`src/rtl/lsu_pkg.sv`:
```
// Shared encodings for the load/store unit: pipeline stage, instruction classes,
// load/store size codes and FSM states.
package lsu_pkg;

  localparam logic [2:0] LSU_STAGE = 3'd4;

  localparam logic [4:0] RTYPE  = 5'd0;
  localparam logic [4:0] ITYPE  = 5'd1;
  localparam logic [4:0] STYPE  = 5'd2;
  localparam logic [4:0] LTYPE  = 5'd3;
  localparam logic [4:0] BTYPE  = 5'd4;
  localparam logic [4:0] UTYPE  = 5'd5;
  localparam logic [4:0] JRTYPE = 5'd6;

  localparam logic [2:0] F3_B  = 3'b000;
  localparam logic [2:0] F3_H  = 3'b001;
  localparam logic [2:0] F3_W  = 3'b010;
  localparam logic [2:0] F3_BU = 3'b100;
  localparam logic [2:0] F3_HU = 3'b101;

  typedef enum logic [1:0] {StIdle, StReq, StWait, StDone} lsu_state_e;

  // Legal size code with natural alignment; unsigned sizes exist only for loads.
  function automatic logic access_ok(input logic [2:0] funct3, input logic [1:0] off,
                                     input logic is_store);
    case (funct3)
      F3_B:    return 1'b1;
      F3_BU:   return !is_store;
      F3_H:    return !off[0];
      F3_HU:   return !is_store && !off[0];
      F3_W:    return off == 2'b00;
      default: return 1'b0;
    endcase
  endfunction

endpackage

```
`src/rtl/lsu_extract.sv`:
```
// Load lane selection and sign/zero extension of a returned memory word.
module lsu_extract
  import lsu_pkg::*;
(
  input  logic [31:0] rdata_i,
  input  logic [1:0]  offset_i,
  input  logic [2:0]  funct3_i,
  output logic [31:0] data_o
);

  logic [7:0]  byte_v;
  logic [15:0] half_v;

  always_comb begin
    unique case (offset_i)
      2'd0: byte_v = rdata_i[7:0];
      2'd1: byte_v = rdata_i[15:8];
      2'd2: byte_v = rdata_i[23:16];
      2'd3: byte_v = rdata_i[31:24];
    endcase
    half_v = offset_i[1] ? rdata_i[31:16] : rdata_i[15:0];

    case (funct3_i)
      F3_B:    data_o = {{24{byte_v[7]}}, byte_v};
      F3_H:    data_o = {{16{half_v[15]}}, half_v};
      F3_BU:   data_o = {24'd0, byte_v};
      F3_HU:   data_o = {16'd0, half_v};
      default: data_o = rdata_i;
    endcase
  end

endmodule

```
`src/rtl/lsu.sv`:
```
// Load/store unit: issues one memory access per stage-4 entry, with alignment
// checking, byte-lane steering, ack timeout and writeback.
module lsu
  import lsu_pkg::*;
#(
  parameter int unsigned TIMEOUT = 15
) (
  input  logic        clk,
  input  logic        reset,
  input  logic [2:0]  stage_i,
  input  logic [4:0]  itype_i,
  input  logic [31:0] ir_i,
  input  logic [31:0] addr_i,
  input  logic [31:0] wdata_i,
  output logic        mem_req_o,
  output logic        mem_we_o,
  output logic [31:0] mem_addr_o,
  output logic [3:0]  mem_be_o,
  output logic [31:0] mem_wdata_o,
  input  logic        mem_ack_i,
  input  logic [31:0] mem_rdata_i,
  output logic [31:0] wb_data_o,
  output logic        wb_valid_o,
  output logic        busy_o,
  output logic        fault_o
);

  localparam int unsigned CntW = $clog2(TIMEOUT + 1);
  localparam logic [CntW-1:0] CntLast = CntW'(TIMEOUT - 1);

  lsu_state_e state_q, state_d;
  logic            stage_q;
  logic            we_q, we_d;
  logic [31:0]     addr_q, addr_d;
  logic [31:0]     wdata_q, wdata_d;
  logic [2:0]      f3_q, f3_d;
  logic [31:0]     rdata_q, rdata_d;
  logic [CntW-1:0] cnt_q, cnt_d;
  logic            mem_req_q, mem_req_d;
  logic            mem_we_q, mem_we_d;
  logic [31:0]     mem_addr_q, mem_addr_d;
  logic [3:0]      mem_be_q, mem_be_d;
  logic [31:0]     mem_wdata_q, mem_wdata_d;
  logic [31:0]     wb_data_q, wb_data_d;
  logic            wb_valid_q, wb_valid_d;
  logic            fault_q, fault_d;

  logic        stage_hit;
  logic        is_mem;
  logic        is_store;
  logic [2:0]  funct3;
  logic [3:0]  be_calc;
  logic [31:0] st_data;
  logic [31:0] ld_data;

  logic unused_ir;
  assign unused_ir = ^{ir_i[31:15], ir_i[11:0]};

  assign funct3    = ir_i[14:12];
  assign is_store  = (itype_i == STYPE);
  assign is_mem    = is_store || (itype_i == LTYPE);
  // Act only on the first cycle of a stage match, not while it is held.
  assign stage_hit = (stage_i == LSU_STAGE) && !stage_q;

  lsu_extract u_extract (
    .rdata_i  (rdata_q),
    .offset_i (addr_q[1:0]),
    .funct3_i (f3_q),
    .data_o   (ld_data)
  );

  always_comb begin
    case (f3_q[1:0])
      2'b00: begin
        be_calc = 4'b0001 << addr_q[1:0];
        st_data = {4{wdata_q[7:0]}};
      end
      2'b01: begin
        be_calc = 4'b0011 << addr_q[1:0];
        st_data = {2{wdata_q[15:0]}};
      end
      default: begin
        be_calc = 4'b1111;
        st_data = wdata_q;
      end
    endcase
  end

  always_comb begin
    state_d     = state_q;
    we_d        = we_q;
    addr_d      = addr_q;
    wdata_d     = wdata_q;
    f3_d        = f3_q;
    rdata_d     = rdata_q;
    cnt_d       = cnt_q;
    mem_req_d   = mem_req_q;
    mem_we_d    = mem_we_q;
    mem_addr_d  = mem_addr_q;
    mem_be_d    = mem_be_q;
    mem_wdata_d = mem_wdata_q;
    wb_data_d   = wb_data_q;
    wb_valid_d  = 1'b0;
    fault_d     = 1'b0;

    unique case (state_q)
      StIdle: begin
        if (stage_hit) begin
          if (!is_mem) begin
            wb_data_d  = addr_i;
            wb_valid_d = 1'b1;
          end else if (access_ok(funct3, addr_i[1:0], is_store)) begin
            we_d    = is_store;
            addr_d  = addr_i;
            wdata_d = wdata_i;
            f3_d    = funct3;
            state_d = StReq;
          end else begin
            fault_d = 1'b1;
          end
        end
      end
      StReq: begin
        mem_req_d   = 1'b1;
        mem_we_d    = we_q;
        mem_addr_d  = {addr_q[31:2], 2'b00};
        mem_be_d    = be_calc;
        mem_wdata_d = st_data;
        cnt_d       = '0;
        state_d     = StWait;
      end
      StWait: begin
        if (mem_ack_i || cnt_q == CntLast) begin
          mem_req_d   = 1'b0;
          mem_we_d    = 1'b0;
          mem_addr_d  = '0;
          mem_be_d    = '0;
          mem_wdata_d = '0;
          if (mem_ack_i) begin
            rdata_d = mem_rdata_i;
            state_d = StDone;
          end else begin
            fault_d = 1'b1;
            state_d = StIdle;
          end
        end else begin
          cnt_d = cnt_q + 1'b1;
        end
      end
      StDone: begin
        wb_valid_d = 1'b1;
        if (!we_q) wb_data_d = ld_data;
        state_d = StIdle;
      end
      default: state_d = StIdle;
    endcase
  end

  always_ff @(posedge clk or posedge reset) begin
    if (reset) begin
      state_q     <= StIdle;
      stage_q     <= 1'b0;
      we_q        <= 1'b0;
      addr_q      <= '0;
      wdata_q     <= '0;
      f3_q        <= '0;
      rdata_q     <= '0;
      cnt_q       <= '0;
      mem_req_q   <= 1'b0;
      mem_we_q    <= 1'b0;
      mem_addr_q  <= '0;
      mem_be_q    <= '0;
      mem_wdata_q <= '0;
      wb_data_q   <= '0;
      wb_valid_q  <= 1'b0;
      fault_q     <= 1'b0;
    end else begin
      state_q     <= state_d;
      stage_q     <= (stage_i == LSU_STAGE);
      we_q        <= we_d;
      addr_q      <= addr_d;
      wdata_q     <= wdata_d;
      f3_q        <= f3_d;
      rdata_q     <= rdata_d;
      cnt_q       <= cnt_d;
      mem_req_q   <= mem_req_d;
      mem_we_q    <= mem_we_d;
      mem_addr_q  <= mem_addr_d;
      mem_be_q    <= mem_be_d;
      mem_wdata_q <= mem_wdata_d;
      wb_data_q   <= wb_data_d;
      wb_valid_q  <= wb_valid_d;
      fault_q     <= fault_d;
    end
  end

  assign mem_req_o   = mem_req_q;
  assign mem_we_o    = mem_we_q;
  assign mem_addr_o  = mem_addr_q;
  assign mem_be_o    = mem_be_q;
  assign mem_wdata_o = mem_wdata_q;
  assign wb_data_o   = wb_data_q;
  assign wb_valid_o  = wb_valid_q;
  assign fault_o     = fault_q;
  assign busy_o      = (state_q == StReq) || (state_q == StWait);

endmodule

```
`config.mk`:
```
export PLATFORM = sky130hd
export DESIGN_NAME = lsu
export DESIGN_NICKNAME = d
export VERILOG_FILES = /design/src/rtl/lsu_pkg.sv /design/src/rtl/lsu_extract.sv /design/src/rtl/lsu.sv
export SDC_FILE = /design/constraint.sdc
export NUM_CORES = 1
export LEC_CHECK = 0
export BUFFER_PORTS_ARGS = -buffer_cell sky130_fd_sc_hd__buf_2
export CORE_MARGIN = 4
export CORE_UTILIZATION = 57
export CTS_CLUSTER_DIAMETER = 80
export CTS_CLUSTER_SIZE = 25
export DETAILED_ROUTE_END_ITERATION = 7
export PLACE_DENSITY_LB_ADDON = 0.12
export SYNTH_ARGS = -nofsm -noshare
export SYNTH_HDL_FRONTEND = slang
export SYNTH_HIERARCHICAL = 1
export SYNTH_SLANG_ARGS = --single-unit
```
`constraint.sdc`:
```
create_clock -name clk -period 11.1 [get_ports clk]
set_clock_uncertainty 0.15 [all_clocks]
set_input_delay 1.11 -clock clk [delete_from_list [all_inputs] [get_ports clk]]
set_output_delay 1.11 -clock clk [all_outputs]
set_load 0.01 [all_outputs]
```
== After elaboration in Yosys (flattened, before gate mapping) ==
Cells that the tools add are included.
Word-level totals
  word-level logic and storage cells: 104
  register bits after elaboration: 211
Cells by class
  reduce and logical (&&, ||, !) cells: 22
  equality and inequality tests: 25
  $add $sub $neg: 1
  shifts and indexed selects: 2
  mux-type cells: 38
Operators with widths (number)
  $pmux W32 S2: 4
  $mux W32: 4
  $pmux W32 S4: 1
  $pmux W8 S4: 1
  $pmux W4 S2: 3
  $mux W16: 1
  $eq A3 B3 Y1 const B: 5
  $ne A2 B2 Y1 const B: 7
  $reduce_and A4 Y1: 3
  $mux W1: 11
  $eq A5 B2 Y1 const B: 2
  $mux W2: 5
  $eq A2 B2 Y1 const B: 4
  $logic_not A2 Y1: 4
  $mux W4: 2
  $pmux W1 S2: 4
  $pmux W2 S4: 1
  $eq A2 B1 Y1 const B: 3
  $eq A3 B1 Y1 const B: 2
  $logic_not A3 Y1: 2
  $pmux W1 S5: 1
  $add A4 B1 Y4 const B: 1
  $eq A4 B4 Y1 const B: 1
  $reduce_and A2 Y1: 2
  8 further kinds: 14

== Logic depth before layout (Yosys ltp) ==
  depth in word-level cells: 11
  mapped depth: 9
  depth with buffers taken out: 6

== Cells and area by module ==
Netlist, hierarchy kept.
By module, submodules not included
  lsu: instances 1, cells an instance 706, area an instance 8894.8 µm²
  lsu_extract: instances 1, cells an instance 110, area an instance 649.4 µm²

== Worst setup path after synthesis ==
Ideal clock, no wire load.
  kind: input -> register
  from: input port stage_i[1]
  to: register addr_q[13]
  arrival: 2.357 ns
  path buffers: 2
  slack: 8.465 ns
  stages: 6
  path through: nor4b_4 -> nand3_2 -> nor2_2 -> buf_4 -> buf_6 -> mux2_1
On the way
  longest elaborated chain between the ends: 3
RTL lines
  start, declared: line lsu.sv:10  | input logic [2:0] stage_i,
  $eq A3 B3 Y1: line lsu.sv:63  | assign stage_hit = (stage_i == LSU_STAGE) && !stage_q;
  $logic_and A1 B1 Y1: line lsu.sv:63
  $reduce_and A4 Y1 (no line)
  end signal, assigned: line lsu.sv:181  | addr_q <= addr_d;
  end, declared: line lsu.sv:34  | logic [31:0] addr_q, addr_d;
No other way between the ends.
A chain may end at the register's enable or synchronous reset.

== Worst setup path after layout ==
  from: input port stage_i[1]
  to: register addr_q[10]
The elaborated chain is that of the path after synthesis.

==> run summary <==
Result of the run -> complete, no violations
Data required time at the worst endpoint -> 11.31 ns
Number of antenna violations at the first check in global routing -> 2
Site Rows -> 47
Post-detailed-route DRC marker count -> 0
Die Ht -> 137 µm
Synthesis Warnings -> 6
Max clock buf depth -> 3
Antenna Violating Nets Remaining -> 0
Least-Margin Pin Slew -> 1.04 ns
Seq/Total Area, Yosys -> 54.8%
Slew HR -> 30.6%
Slew Limit Fails -> 0
Portion of synthesized cell area occupied by the leading cell type -> 54.8%
Highest net fanout along the worst path -> 57
Crit path cell chain -> buf_2 -> nor4b_4 -> nand3_2 -> nor2_4 -> buf_4 -> mux2_2
Post-synth EDFFs -> 0
Leakage power figure -> 5.69 nW
Syn_area_per_cell -> 11.7 µm²
Dominant cell type by area after synthesis -> dfrtp_1
Cell chosen for the clock root -> clkbuf_16
Largest vdd supply drop -> 0.174 mV
Routability Congestion -> 0.789
Family with the most delay on the worst path -> simple AND/OR/NAND/NOR gates
Synthesized instance count -> 816
Final period demand of the worst path -> 3.05 ns
Crit Path Category -> in -> reg
Clock Latency Late Sink -> 0.48 ns
Setup Total Neg Slack -> 0 ns
Layout Nets -> 1,144
Effective utilization at floorplan -> 57.8%
Top flip-flop cell by instance count after synthesis -> dfrtp_1
Overall die area -> 0.0189 mm²
Number of buffers added by the clock tree synthesis step -> 13
Clock sink count -> 209
Core Region -> 0.0165 mm²
First DRT Iteration DRCs -> 340
Global-route wire length before repair -> 35.5 mm
Number of global-route vias before repair -> 6,622
Placed standard-cell area -> 0.0107 mm²
Average via count per standard cell -> 5.53
WL/cell -> 18.7 µm
Power density cells -> 224 mW/mm²
Final core occ -> 67.1%
Final setup viols -> 0
Worst setup EP type -> flop
Worst path arrival time -> 3.27 ns
Post-detailed-routing wire length -> 23.0 mm
Type of the most critical hold path -> reg -> reg
Share of async-settable or async-resettable flops after synthesis -> 100%
Internal reg-to-reg setup slack -> 8.09 ns
Chip width -> 137 µm
Netlist Area Pre-Place -> 0.00954 mm²
Count of buffers from port buffering -> 212
Remaining global-route overflow -> 0
First-pass iteration count of the detailed router -> 5
Setup Fix Bufs, Post-CTS -> 0
FF+latch count, synth -> 209
Pin count of the biggest net entering global routing -> 147
Fraction of the cycle the final worst path needs -> 27.5%
Final Hold Vio Count -> 0
HPWL Detailed -> 16.0 mm
Overall power after layout -> 2.48 mW
Gr usage total -> 24.0%
Startpoint types -> input pin
Slowest-stage cell, CP -> buf_4
Peak per-stage delay on the critical path -> 0.69 ns
Max Freq -> 0.327 GHz
Synthesis-to-finish area growth -> 16.2%
CTS H-tree lvls -> 1
Cts-stage hold buffer count -> 0
Ports -> 244
Clock transition at the register clock pins on the worst setup and hold paths after CTS -> 0.10 ns
Share of final-layout standard cells stronger than drive strength 1 -> 36.2%
Synth top area cells -> dfrtp_1 55%, mux2_2 13%, mux2_1 7.1%, nand2_1 6.4%, mux2i_1 2.7%
Post-synth cell types -> 48
Sum of buffers and inverters on the critical path -> 2
Post-Layout Inst Area -> 0.0111 mm²
CTS resizes -> 0
Max-cap violations -> 0
Overall via count from detail_route -> 6,779
Setup repair after global routing missed its margin -> no
Clock tree from TritonCTS -> built
[cell usage in the layout (no fill, tap or decap), drive strengths merged, types with 15 or more instances in the layout]
| cell | n |
|---|---|
| dfrtp | 209 |
| nand2 | 164 |
| buf | 223 |
| o31ai | 26 |
| mux2i | 26 |
| nor2 | 21 |
| clkbuf | 15 |
| o21ai | 19 |
| nand3 | 47 |
| mux2 | 170 |
[report_power, final]
group	total, mW	switching, mW	internal [mW]	leakage, nW
Clock	0.491	0.267	0.225	0.190
Combinational	0.911	0.545	0.366	2.74
Sequential	1.08	0.128	0.949	2.76
Total	2.48	0.940	1.54	5.69
[path summary, 6_finish.rpt]
kind,from,end,depth (start not counted)
setup reg to reg,addr_q[1]$_DFFE_PP0P_,wb_data_o[19]$_DFFE_PP0P_,6
hold / removal,mem_be_o[1]$_DFFE_PP0P_,mem_be_o[1]$_DFFE_PP0P_,2
setup / recovery,stage_i[1],addr_q[10]$_DFFE_PP0P_,6
hold reg to reg,mem_be_o[1]$_DFFE_PP0P_,mem_be_o[1]$_DFFE_PP0P_,2
min in group asynchronous,reset,mem_wdata_o[29]$_DFFE_PP0P_,2
max in group asynchronous,reset,wdata_q[7]$_DFFE_PP0P_,3
[kinds of logic after synthesis]
logic type | after synthesis | synth area share [%]
fa+ha+maj | 6 | 0.787
simple gates | 248 | 11.4
other cells | 1 | 0.0393
buf+inv | 64 | 3.36
compound gates | 89 | 6.44
flops | 209 | 54.8
mux | 197 | 23.0
xor+xnor | 2 | 0.184
[flip-flops by register name, indices dropped and copies added, names as in the netlist]
| name | cells |
|---|---|
| fault_o | 1 |
| cnt_q | 4 |
| mem_wdata_o | 32 |
| wdata_q | 32 |
| wb_data_o | 32 |
| rdata_q | 32 |
| mem_we_o | 1 |
| stage_q | 1 |
| mem_be_o | 4 |
| wb_valid_o | 1 |
| state_q | 2 |
| mem_req_o | 1 |
| we_q | 1 |
| f3_q | 3 |
| addr_q | 32 |
| mem_addr_o | 30 |
[stage by stage]
| stage | instances | setup slack [ns] | hold slack (ns) |
|---|---|---|---|
| final | 1225 | 8.05 | 0.319 |
| after global placement | 1204 | 7.53 | 0.296 |
| after floorplan | 817 | 4.13 | 0.308 |
| after detailed placement | 1204 | 7.52 | 0.300 |
| after global routing | 1225 | 7.91 | 0.342 |
| after CTS | 1224 | 8.01 | 0.320 |
[cell usage after synthesis, drive strengths merged, types with 2 or more instances]
library cell,count
a22oi,13
o211ai,2
o22ai,2
buf,29
nor2b,5
nor4b,2
a31oi,2
nor2,21
o31ai,26
ha,6
nand2,164
a21oi,10
mux2i,26
a22o,7
clkbuf,27
mux2,170
o21ai,19
nand2b,3
inv,7
nand3,47
dfrtp,209
[worst register-to-register path, stage by stage, from the launching register on]
cell and delay, ns:
dfrtp_1 0.85, mux4_2 0.65, nand3b_4 0.15, o41a_2 0.38
nand2_1 0.17, mux2_2 0.29, mux2_1 0.28
[area by class of cell]
type | instances | area (µm²)
clock buffer | 15 | 333
inverter | 8 | 37.5
multi-input combinational | 544 | 4010
fill | 1331 | 5440
clock inverter | 5 | 52.6
sequential | 209 | 5230
tap | 220 | 275
timing repair buffer | 223 | 1140
antenna | 1 | 2.50
[metal layers]
metal	GRT usage, %	vias up	share of wire [%]
li1	-	3198	-
met1	33.4	3363	43
met2	39.7	188	49
met3	4.42	28	5.9
met4	4.71	2	1.9
met5	0	-	0.030
(Power assumes the default switching activity.)
